File: config.mk
export PLATFORM = sky130hd
export DESIGN_NAME = bitwise_op_pipe
export DESIGN_NICKNAME = d
export VERILOG_FILES = /design/src/rtl/bitwise_op_pkg.sv /design/src/rtl/bitwise_op_fifo.sv /design/src/rtl/bitwise_op_pipe.sv
export SDC_FILE = /design/constraint.sdc
export NUM_CORES = 1
export LEC_CHECK = 0
export CORE_UTILIZATION = 30
export CTS_CLUSTER_SIZE = 14
export DETAILED_ROUTE_END_ITERATION = 10
export PLACE_DENSITY = 0.46
export RECOVER_POWER = 25
export SKIP_CTS_REPAIR_TIMING = 1
export SYNTH_ARGS = -nofsm -noshare
export SYNTH_HDL_FRONTEND = slang
export SYNTH_SLANG_ARGS = --single-unit
File: constraint.sdc
create_clock -name clk -period 5.1 [get_ports clk]
set_input_delay 0.51 -clock clk [delete_from_list [all_inputs] [get_ports clk]]
set_output_delay 0.51 -clock clk [all_outputs]
set_load 0.05 [all_outputs]
File: src/rtl/bitwise_op_pkg.sv
// Shared types for the bitwise operation pipe.
//   op_e    : operation selector carried on in_op
//   state_e : accumulate-packet FSM state
package bitwise_op_pkg;

    typedef enum logic [1:0] {
        OP_AND = 2'd0,
        OP_OR  = 2'd1,
        OP_XOR = 2'd2,
        OP_ACC = 2'd3
    } op_e;

    typedef enum logic {
        ST_IDLE = 1'b0,
        ST_ACC  = 1'b1
    } state_e;

endpackage

File: src/rtl/bitwise_op_fifo.sv
// Result FIFO for bitwise_op_pipe. Registered storage, read data taken
// straight from the head entry (no push-to-pop bypass).
// Ports:
//   clk, rst        : clock, synchronous active-high reset
//   push_i, wdata_i : write one entry (caller guarantees space or a pop)
//   pop_i           : remove head entry (ignored when empty)
//   rdata_o         : head entry
//   full_o, empty_o : occupancy flags
//   count_o         : occupancy, 0..DEPTH
module bitwise_op_fifo #(
    parameter int WIDTH = 36,
    parameter int DEPTH = 2
) (
    input  logic                     clk,
    input  logic                     rst,
    input  logic                     push_i,
    input  logic                     pop_i,
    input  logic [WIDTH-1:0]         wdata_i,
    output logic [WIDTH-1:0]         rdata_o,
    output logic                     full_o,
    output logic                     empty_o,
    output logic [$clog2(DEPTH):0]   count_o
);

    localparam int AW = $clog2(DEPTH);

    logic [WIDTH-1:0] mem_q [DEPTH];
    logic [AW-1:0]    wr_ptr_q, wr_ptr_d;
    logic [AW-1:0]    rd_ptr_q, rd_ptr_d;
    logic [AW:0]      count_q, count_d;
    logic             do_pop;

    assign do_pop = pop_i & ~empty_o;

    always_comb begin
        wr_ptr_d = wr_ptr_q;
        rd_ptr_d = rd_ptr_q;
        count_d  = count_q;
        // Pointers wrap naturally because DEPTH is a power of two.
        if (push_i) wr_ptr_d = wr_ptr_q + 1'b1;
        if (do_pop) rd_ptr_d = rd_ptr_q + 1'b1;
        case ({push_i, do_pop})
            2'b10:   count_d = count_q + 1'b1;
            2'b01:   count_d = count_q - 1'b1;
            default: count_d = count_q;
        endcase
    end

    always_ff @(posedge clk) begin
        if (rst) begin
            for (int i = 0; i < DEPTH; i++) mem_q[i] <= '0;
            wr_ptr_q <= '0;
            rd_ptr_q <= '0;
            count_q  <= '0;
        end else begin
            if (push_i) mem_q[wr_ptr_q] <= wdata_i;
            wr_ptr_q <= wr_ptr_d;
            rd_ptr_q <= rd_ptr_d;
            count_q  <= count_d;
        end
    end

    assign rdata_o = mem_q[rd_ptr_q];
    assign full_o  = (count_q == DEPTH[AW:0]);
    assign empty_o = (count_q == '0);
    assign count_o = count_q;

endmodule

File: src/rtl/bitwise_op_pipe.sv
// Multi-lane bitwise operation pipe with accumulate mode and result FIFO.
// Ports:
//   clk, rst            : clock, synchronous active-high reset
//   in_valid/in_ready   : operand beat handshake
//   in_a, in_b          : operands, lane k at [k*WIDTH +: WIDTH]
//   in_op               : 0 AND, 1 OR, 2 XOR, 3 accumulating AND
//   in_last             : closes an accumulate packet
//   out_valid/out_ready : result handshake
//   out_w, out_zero     : result lanes and per-lane all-zero flags
//   out_count           : FIFO occupancy
//
// state   | meaning
// ST_IDLE | no packet open; op decoded from in_op
// ST_ACC  | accumulate packet open; every beat ANDs into acc
module bitwise_op_pipe
    import bitwise_op_pkg::*;
#(
    parameter int WIDTH    = 8,
    parameter int CHANNELS = 4,
    parameter int DEPTH    = 2
) (
    input  logic                        clk,
    input  logic                        rst,
    input  logic                        in_valid,
    output logic                        in_ready,
    input  logic [CHANNELS*WIDTH-1:0]   in_a,
    input  logic [CHANNELS*WIDTH-1:0]   in_b,
    input  logic [1:0]                  in_op,
    input  logic                        in_last,
    output logic                        out_valid,
    input  logic                        out_ready,
    output logic [CHANNELS*WIDTH-1:0]   out_w,
    output logic [CHANNELS-1:0]         out_zero,
    output logic [$clog2(DEPTH):0]      out_count
);

    localparam int DW = CHANNELS * WIDTH;
    localparam int EW = DW + CHANNELS;

    state_e         state_q, state_d;
    logic [DW-1:0]  acc_q, acc_d;
    op_e            op;
    logic           in_acc;
    logic           non_push;
    logic           accept;
    logic           push;
    logic [DW-1:0]  lane_r;
    logic [DW-1:0]  acc_next;
    logic [DW-1:0]  push_w;
    logic [CHANNELS-1:0] push_zero;
    logic [EW-1:0]  fifo_rdata;
    logic           fifo_full;
    logic           fifo_empty;

    assign op = op_e'(in_op);

    // An open packet forces accumulate regardless of in_op.
    assign in_acc   = (state_q == ST_ACC) || (op == OP_ACC);
    assign non_push = in_acc && !in_last;

    // A beat that only updates acc needs no FIFO space.
    assign in_ready = !rst && (!fifo_full || out_ready || non_push);
    assign accept   = in_valid && in_ready;

    // Lanes never interact, so whole-vector bitwise ops are per-lane ops.
    always_comb begin
        lane_r = in_a & in_b;
        case (op)
            OP_OR:   lane_r = in_a | in_b;
            OP_XOR:  lane_r = in_a ^ in_b;
            default: lane_r = in_a & in_b;
        endcase
    end

    assign acc_next = (state_q == ST_ACC) ? (acc_q & in_a & in_b) : (in_a & in_b);

    always_ff @(posedge clk) begin
        if (rst) begin
            state_q <= ST_IDLE;
            acc_q   <= '0;
        end else begin
            state_q <= state_d;
            acc_q   <= acc_d;
        end
    end

    always_comb begin
        state_d = state_q;
        if (accept && in_acc) begin
            state_d = in_last ? ST_IDLE : ST_ACC;
        end
    end

    always_comb begin
        acc_d  = acc_q;
        push   = 1'b0;
        push_w = lane_r;
        if (accept) begin
            if (in_acc) begin
                push_w = acc_next;
                if (in_last) push = 1'b1;
                else         acc_d = acc_next;
            end else begin
                push = 1'b1;
            end
        end
    end

    always_comb begin
        push_zero = '0;
        for (int k = 0; k < CHANNELS; k++) begin
            push_zero[k] = (push_w[k*WIDTH +: WIDTH] == '0);
        end
    end

    bitwise_op_fifo #(
        .WIDTH (EW),
        .DEPTH (DEPTH)
    ) u_fifo (
        .clk     (clk),
        .rst     (rst),
        .push_i  (push),
        .pop_i   (out_ready),
        .wdata_i ({push_zero, push_w}),
        .rdata_o (fifo_rdata),
        .full_o  (fifo_full),
        .empty_o (fifo_empty),
        .count_o (out_count)
    );

    assign out_valid = !fifo_empty;
    assign out_w     = fifo_rdata[DW-1:0];
    assign out_zero  = fifo_rdata[EW-1:DW];

endmodule

# After elaboration in Yosys (flattened, before gate mapping)
# Memory sizes are Yosys's and may differ from the RTL's. A register that Yosys moved wholly into a read port is not among the register bits.
# Index checks and enable logic that the tools add are counted.
dict set report classes {
  n_eq_ne 6
  muxes 19
  addsub 4
  n_reduce_logical 19
  n_bitwise 8
}
# operator n
set op_table {}
lappend op_table {{AND 32 bit} 3}
lappend op_table {{2-to-1 mux 32 bit} 3}
lappend op_table {{one-hot mux 32 bit (2 select lines)} 1}
lappend op_table {{2-to-1 mux 36 bit} 1}
lappend op_table {{OR reduction 36 bit} 1}
lappend op_table {{zero test 8 bit} 4}
lappend op_table {{bitwise OR 32 bit} 1}
lappend op_table {{bitwise XOR 32 bit} 1}
lappend op_table {{2-to-1 mux 1 bit} 13}
lappend op_table {{== test 2 bit, second input constant} 4}
lappend op_table {{== test 2 x 1 -> 1 bit, second input constant} 2}
lappend op_table {{logical AND 1 bit} 4}
lappend op_table {{zero test 1 bit} 4}
lappend op_table {{one-hot mux 2 bit (2 select lines)} 1}
lappend op_table {{logical OR 1 bit} 3}
lappend op_table {{AND reduction 3 bit} 1}
lappend op_table {{adder 1 bit, second input constant} 2}
lappend op_table {{adder 2 x 1 -> 2 bit, second input constant} 1}
lappend op_table {{zero test 2 bit} 1}
lappend op_table {{inverter 1 bit} 2}
lappend op_table {{nonzero test 2 bit} 1}
lappend op_table {{subtractor 2 x 1 -> 2 bit, second input constant} 1}
lappend op_table {{AND 1 bit} 1}
dict set report word_totals {
  ram_bits 72
  in_bits 71
  reg_bits 37
  out_inout_bits 40
  memories 1
  wordCells 62
}
# name words width rd rd_ports_with_merged_regs wr line
set mem_list {}
lappend mem_list {u_fifo.mem_q 2 36 1 1 2 bitwise_op_fifo.sv:27} ;# logic [WIDTH-1:0] mem_q [DEPTH];

# Logic depth before layout (Yosys ltp)
# Gate-level depths: netlist (run 1).
dict set report depth {
  depth_word 12
  ltp_mapped 9
  mapped_depth_nobuf 9
}

# Hierarchy
# From an unflattened synthesis (run 1), not the netlist that was laid out.
dict set report hier_totals {
  hier_cells 818
  area_unflattened_um2 7378.3
}
# module n_inst area_each_um2 cells_per_inst seq_area_each_um2
set modules_own_cells {}
lappend modules_own_cells {bitwise_op_pipe 1 4028.9 562 660.6}
lappend modules_own_cells {bitwise_op_fifo 1 3349.5 256 2262.2}

# Worst setup path before layout (run 1)
# OpenSTA, ideal clock, no wires.
dict set report synth_timing {
  path_kind {input-to-reg}
  startpoint {input in_op[0]}
  endpoint {memory u_fifo.mem_q[0][0], enable pin}
  setup_slack_ns 2.424
  setup_time_ns 0.509
  arrival_ns 2.167
  stages 7
  path_buffers 1
  required_time_ns 4.591
  path_cell_list {ha_1 o21bai_1 nand3_1 and3_1 nand2b_1 buf_2 nand2b_1}
}
# item line
set synth_rtl {}
lappend synth_rtl {{from (decl)} bitwise_op_pipe.sv:28} ;# input logic [1:0] in_op,
lappend synth_rtl {{to (decl)} bitwise_op_fifo.sv:27}

==> results.md, run 1 <==
- Part of the power in combinational logic: 0.359
- Asr flop ratio synth: 0
- CP Data Arrival Time: around 3.9 ns
- Routed via count: 5562
- Gr usage total: 0.1796
- Max Cap Violations: 3
- TNS Setup: 0 ns
- CP Launch Type: primary input
- Fin nets: 1014
- First-pass GRT wire length: 32.40 mm
- Final instance area: 0.008717 mm^2
- CP Max Fanout: 37
- First-pass iteration count of the detailed router: 4
- Die area: approximately 0.024 mm^2
- Failing checks: max-capacitance violations, max-slew violations
- Clock-pin slew on the worst setup and hold paths: approximately 0.080 ns
- P_sw: 988.7 uW
- Area after DPL: 0.008449 mm^2
- Detailed placement HPWL: 14.60 mm
- Int Pwr: 1700 uW
- Mapped Nets: 928
- Status: finished with violations
- TritonCTS clock tree: done
- Area of the multi-input gates: 0.003578 mm^2
- Die width: approximately 160 um
- Slew Viols, Final: 104
- Yosys top cell area share: 0.3056
- Final Cycle Share: 0.7727
- Post-route DRC: 0
- Starting Density: 0.3088
- Total gr overflow: 0
- IO Pins: between 100 and 150
- Vias per cell: 4.662
- Flop pwr share: 0.386
- Fin crit period: roughly 3.9 ns
- Initial antenna violation count: 0
- Synthesized area: 0.007076 mm^2
- Area Overhead vs Synth: 23.20%
- Die H: 155.6 um
- Leakage power: between 0.003 and 0.004 uW
- Initial DRC Count: 319
- Crit. End Element: flip-flop
- Seq. cell area: between 0.002 and 0.003 mm^2
- Clock Latency Late Sink: 0.36 ns
- Endpoints failing setup: 0
- Fraction of layout cells with a size suffix above 1: 0.07386
- Yosys warns: 0
- Clk_skew: 0.008403 ns
- Average size of a mapped cell: approximately 9 um^2
- WL per Instance: 17.65 um
- Pwr dens: 308.5 mW/mm^2
- Hold crit path type: reg2reg
- Most area-hungry cell type in the Yosys netlist: edfxtp_1
- Final hold vios: 0
- Synth Register Bits: 110
- Slew of the pin with the lowest slew margin: 2.222 ns
- Distinct cell type count after synthesis: 29
- H-tree levels: 3
- Antenna fix cells: 0
- Post-synth top flop: edfxtp_1
- Relative slew slack: -0.4813
- Rows: 55
- Fillers: 2315
- Peak Freq: 253.8 MHz
- Setup CP Type: in2reg
- Max Buffers Root-to-Sink: 2
- Vias in the first global route: 5394
- Core ar.: 0.02292 mm^2
- Placed Cells: 1177
- Post-Synthesis Cells: 789
- Post-Route WL: 21.06 mm
- Post-route non-filler standard cell count: 1193
- Sw frac: 0.3677
- Synth top area cells: edfxtp_1 (31%), ha_1 (12%), dfxtp_1 (11%)
- Worst Path Required: 5.10 ns
- Largest net degree at the start of global routing: 67
- CTS root buffer: clkbuf_16
- Clock Power Share: 0.255
- Worst vdd ir: 124.7 uV
- Gpl congestion: 0.7979
- Post-synth EDFFs: 72
- Clock sinks: 110
- Register area share after synthesis: 0.4131
- PortBufs: 110
- CTS buffer count: 9
- Post-route ant nets: 0
- RSZ-0062 raised after global routing: false
==> per-stage QoR <==
step | total power (uW) | hold WS (ns) | setup WS (ns) | utilization
2_1_floorplan | 1688 | 0.4445 | 2.424 | -
3_3_place_gp | 2031 | 0.4645 | 1.866 | 0.3687
3_5_place_dp | 2033 | 0.4611 | 1.833 | 0.3687
4_1_cts | 2719 | 0.4716 | 1.902 | 0.3807
5_1_grt | 2814 | 0.5067 | 0.9245 | 0.3804
6_report | 2689 | 0.4691 | 1.159 | 0.3804
==> sequential cells by signal, indices dropped and copies added, names as in the netlist, named ones only <==
signal           cells
acc_q               32
state_q              1
u_fifo.count_o       2
u_fifo.mem_q        72
u_fifo.rd_ptr_q      1
u_fifo.wr_ptr_q      1
==> cell usage in the layout (no fill, tap or decap), drive strengths merged <==
master         instances
or3                    1
a21oi                  3
xnor2                  2
ha                    68
clkdlybuf4s50        106
nand2b                37
clkinv                 3
and2                   1
clkbuf                11
a31oi                 33
edfxtp                72
nand3                  1
o21bai                 1
nand2                 34
dlygate4sd3            4
o21ai                 33
clkinvlp               2
mux2                  36
nor2                 134
or2                    1
a311o                  1
buf                    9
nand4                 40
nor3                  41
dfxtp                 38
inv                  101
and3                   1
mux2i                 32
xor2                   1
nor2b                 33
==> power groups by stage <==
stage	registers [uW]	logic (uW)	clock network [uW]
after floorplan	1070	622	0
after global routing	1040	1040	733
after detailed placement	1060	975	0
final	1040	967	685
after CTS	1040	980	700
after global placement	1060	975	0
==> layer usage <==
layer	up-vias	wire [um]	part of all wire	track usage
met5	-	0	0	0
met2	117	8862	0.42	0.2650
li1	2829	-	-	-
met4	0	289	0.014	0.05182
met1	2600	11260	0.53	0.2716
met3	16	643	0.031	0.02167
==> synthesized netlist by cell type, drive strengths merged, types with 33 or more instances <==
library cell and instances:
mux2 36, o21ai 33, nand2 34, nor3 41, nor2b 33, ha 68
a31oi 33, nand4 40, nand2b 37, dfxtp 38, nor2 134, inv 100
edfxtp 72
==> worst paths after layout <==
kind              startpoint  slack, ns  cells past startpoint                  end
max reg2reg          state_q       1.49                      6  u_fifo.mem_q[0][33]
min          u_fifo.wr_ptr_q       0.47                      2      u_fifo.wr_ptr_q
min reg2reg  u_fifo.wr_ptr_q       0.47                      2      u_fifo.wr_ptr_q
max                 in_op[1]       1.16                      8  u_fifo.mem_q[0][28]
==> cells by family after synthesis <==
kind of cell,share of synthesized area
flops,0.4131
xor+xnor,0.003714
simple gates,0.2207
compound gates,0.05712
fa+ha+maj,0.1202
mux,0.1026
buf+inv,0.08258
==> critical path, cell delays in order <==
cell           delay [ns]
dlygate4sd3_1        0.60
ha_1                 0.26
o21bai_1             0.40
nand3_1              0.16
and3_1               0.24
nand2b_1             0.10
clkbuf_1             1.36
nor2_1               0.29
==> layout make-up <==
class,count,share of cell area
well taps,313,0.04493
multi-input cells,534,0.4105
repair buffers,120,0.1345
clock inverters,6,0.005311
inverters,100,0.04306
clock buffers,10,0.02627
flip-flops and latches,110,0.3354
Power figures use the tool's default switching activity.
==> run 2, diff against run 1 <==
PLACE_DENSITY = 0.47   (was 0.46)
clock period = 3.3 ns   (was 5.1 ns; I/O delays follow)
==> run 2 against run 1 <==
Effect of this change:
- the flow now finishes without violations
- final area increased by 1.6%
- sequential cell count unchanged
- first-iteration DRC count shrank 19%
- critical path depth fell by 1
- die area is the same
- setup slack worse by 0.59 ns
- global-route usage decreased by 1.7 points
- clock skew rose by 0.0025 ns
- clock power rose by 62%
- total power increased by 56%
- non-clock buffer count up 12
- register-to-register slack got worse by 0.77 ns
- critical path type unchanged
- critical endpoint is now u_fifo.mem_q[0][18]
- highest routed layer unchanged
==> results.md, run 2 (synthesis results as in run 1) <==
- Slowest cell delay on critical path: 0.72 ns (-0.64 ns)
- Slew Viols, Final: 0 (-100%)
- Gpl congestion: 0.7620 (-4.5%)
- Area of the multi-input gates: 0.003570 mm^2 (-0.24%)
- Worst vdd ir: 207.7 uV (+67%)
- Final Cycle Share: 0.8285
- Fraction of layout cells with a size suffix above 1: 0.08184 (+0.007975)
- Initial antenna violation count: 0 (unchanged)
- Seq. cell area: 0.002924 mm^2 (unchanged)
- Clk_skew: 0.01094 ns (+0.002542 ns)
- Max Cap Violations: 0 (-3)
- Worst r2r path cells: 6 (unchanged)
- P_sw: 1491 uW (+51%)
- CP Data Arrival Time: 2.71 ns (-1.23 ns)
- Clock sinks: 110 (unchanged)
- Int Pwr: 2717 uW (+60%)
- First-pass iteration count of the detailed router: 5 (+1)
- Die width: 155.6 um (unchanged)
- Fin crit period: ~2.7 ns
- Worst Path Required: 3.27 ns (-1.83 ns)
- Post-route non-filler standard cell count: 1205 (+1.0%)
- Pwr dens: 475.3 mW/mm^2 (+54%)
- Clock Power Share: 0.265 (+0.010)
- Status: finished clean
- Part of the power in combinational logic: 0.353 (-0.006)
- CP Launch Type: primary input
- Most common cell type on the critical path: nand2b_1
- First-pass GRT wire length: 29.93 mm (-7.6%)
- Crit-path slowest cell: clkbuf_2
- Largest net degree at the start of global routing: 46 (-31%)
- Placed Cells: 1189 (+1.0%)
- Die area: 0.02420 mm^2 (unchanged)
- Hold crit path type: reg2reg
- RR Startpoint: state_q
- Sw frac: 0.3543 (-0.01340)
- IO Pins: 111 (unchanged)
- R2R Path End: u_fifo.mem_q[0][18]
- Post-route DRC: 0 (unchanged)
- Die H: 155.6 um (unchanged)
- Peak Freq: approximately 370 MHz
- Vias in the first global route: 5263 (-2.4%)
- RSZ-0062 raised after global routing: false
- Area Overhead vs Synth: 25.11%
- TritonCTS clock tree: done
- Total gr overflow: 0 (unchanged)
- WL per Instance: 15.93 um (-9.7%)
- Fin nets: 1026 (+1.2%)
- Hold Path Stages: 2 (unchanged)
- Antenna fix cells: 0 (unchanged)
- Flop pwr share: 0.382 (-0.004)
- PortBufs: 110 (unchanged)
- CP Buf/Inv Count: 2 (unchanged)
- Detailed placement HPWL: 13.71 mm (-6.1%)
- Clock-pin slew on the worst setup and hold paths: 0.07 ns (about the same)
- CP Max Fanout: 36 (-2.7%)
- CTS root buffer: clkbuf_16
- Largest register FFs: 72 (unchanged)
- Slew of the pin with the lowest slew margin: 0.9459 ns (-1.276 ns)
- Post-Route WL: 19.20 mm (-8.8%)
- Register with the most flip-flops: u_fifo.mem_q
- Fillers: 2317 (+0.086%)
- Relative slew slack: 0.3694 (+0.8507)
- CTS buffer count: 9 (unchanged)
- Sink of the worst hold path: u_fifo.wr_ptr_q
- Most common cell after layout, fill and taps aside: nor2_1
- Vias per cell: 4.614 (-1.0%)
- Initial DRC Count: 259 (-19%)
- Reg2reg setup slack: 0.72 ns (-0.77 ns)
- Critical path's top delay family: buffers and inverters
- Endpoints failing setup: 0 (unchanged)
- TNS Setup: 0 ns (unchanged)
- Starting Density: 0.3088 (unchanged)
- Gr usage total: 0.1622 (-0.01738)
- Clock Latency Late Sink: 0.35 ns (about the same)
- Max Buffers Root-to-Sink: 2 (unchanged)
- Leakage power: 0.003776 uW (+2.1%)
- Commonest non-fill, non-tap cells in the layout: nor2_1 (134), clkdlybuf4s50_1 (105), inv_1 (100)
- Core ar.: 0.02292 mm^2 (unchanged)
- Hold path startpoint: u_fifo.wr_ptr_q
- Post-route ant nets: 0 (unchanged)
- H-tree levels: 3 (unchanged)
- Crit. End Element: flip-flop
- Setup CP Type: in2reg
- Rows: 55 (unchanged)
- Critical Path, Cell by Cell: dlygate4sd3_1, ha_1, o21bai_1, and3_1, nand2b_1, nand2b_1, clkbuf_2
- Routed via count: 5560 (-0.036%)
- Final hold vios: 0 (unchanged)
run 2: per-layer routing:
| metal | up-vias | part of all wire | track usage |
|---|---|---|---|
| met3 | 14 | 0.031 | 0.01500 |
| met2 | 104 | 0.44 | 0.2473 |
| li1 | 2852 | - | - |
| met1 | 2590 | 0.52 | 0.2436 |
| met5 | - | 0 | 0 |
| met4 | 0 | 0.010 | 0.04202 |
run 2: power by group through the flow:
| stage | clock network [uW] | logic, uW | registers (uW) |
|---|---|---|---|
| 4_1_cts | 1150 | 1520 | 1610 |
| 3_5_place_dp | 0 | 1510 | 1640 |
| 5_1_grt | 1190 | 1600 | 1620 |
| 2_1_floorplan | 0 | 961 | 1650 |
| 6_report | 1110 | 1480 | 1610 |
| 3_3_place_gp | 0 | 1520 | 1640 |
run 2: metrics by stage:
step,hold WS [ns],cell area [um^2],power (uW),utilization,setup slack (ns)
finish,0.4728,8852,4208,0.3863,0.5660
global route,0.4968,8852,4410,0.3863,0.3272
CTS,0.4684,8894,4283,0.3881,0.6993
detailed placement,0.4585,8602,3154,0.3754,0.4516
global placement,0.4596,8602,3155,0.3754,0.5401
floorplan,0.4445,7076,2608,-,0.6501
run 2: worst max path at each step:
stage,slack [ns],from,to,depth (start not counted)
6_report,0.57,in_op[0],u_fifo.mem_q[0][18],7
5_1_grt,0.33,in_op[0],u_fifo.mem_q[0][4],7
4_1_cts,0.70,flip-flop,out_zero[3],3
3_5_place_dp,0.45,in_op[0],u_fifo.mem_q[1][32],9
3_3_place_gp,0.54,in_op[0],u_fifo.mem_q[1][20],7
2_1_floorplan,0.65,u_fifo.count_o[0],u_fifo.mem_q[0][0],6
run 2: worst min-delay path, cell delays in order (launching register included):
cell and delay [ns]:
dfxtp_1 0.32, nand2_1 0.05, a21oi_1 0.06
run 2: final cells by class:
| cell class | count | area share |
|---|---|---|
| multi-input combinational | 534 | 0.4033 |
| sequential | 110 | 0.3303 |
| timing repair buffer | 132 | 0.1469 |
| tap | 313 | 0.04424 |
| inverter | 100 | 0.04240 |
| clock buffer | 11 | 0.02629 |
| clock inverter | 5 | 0.006643 |
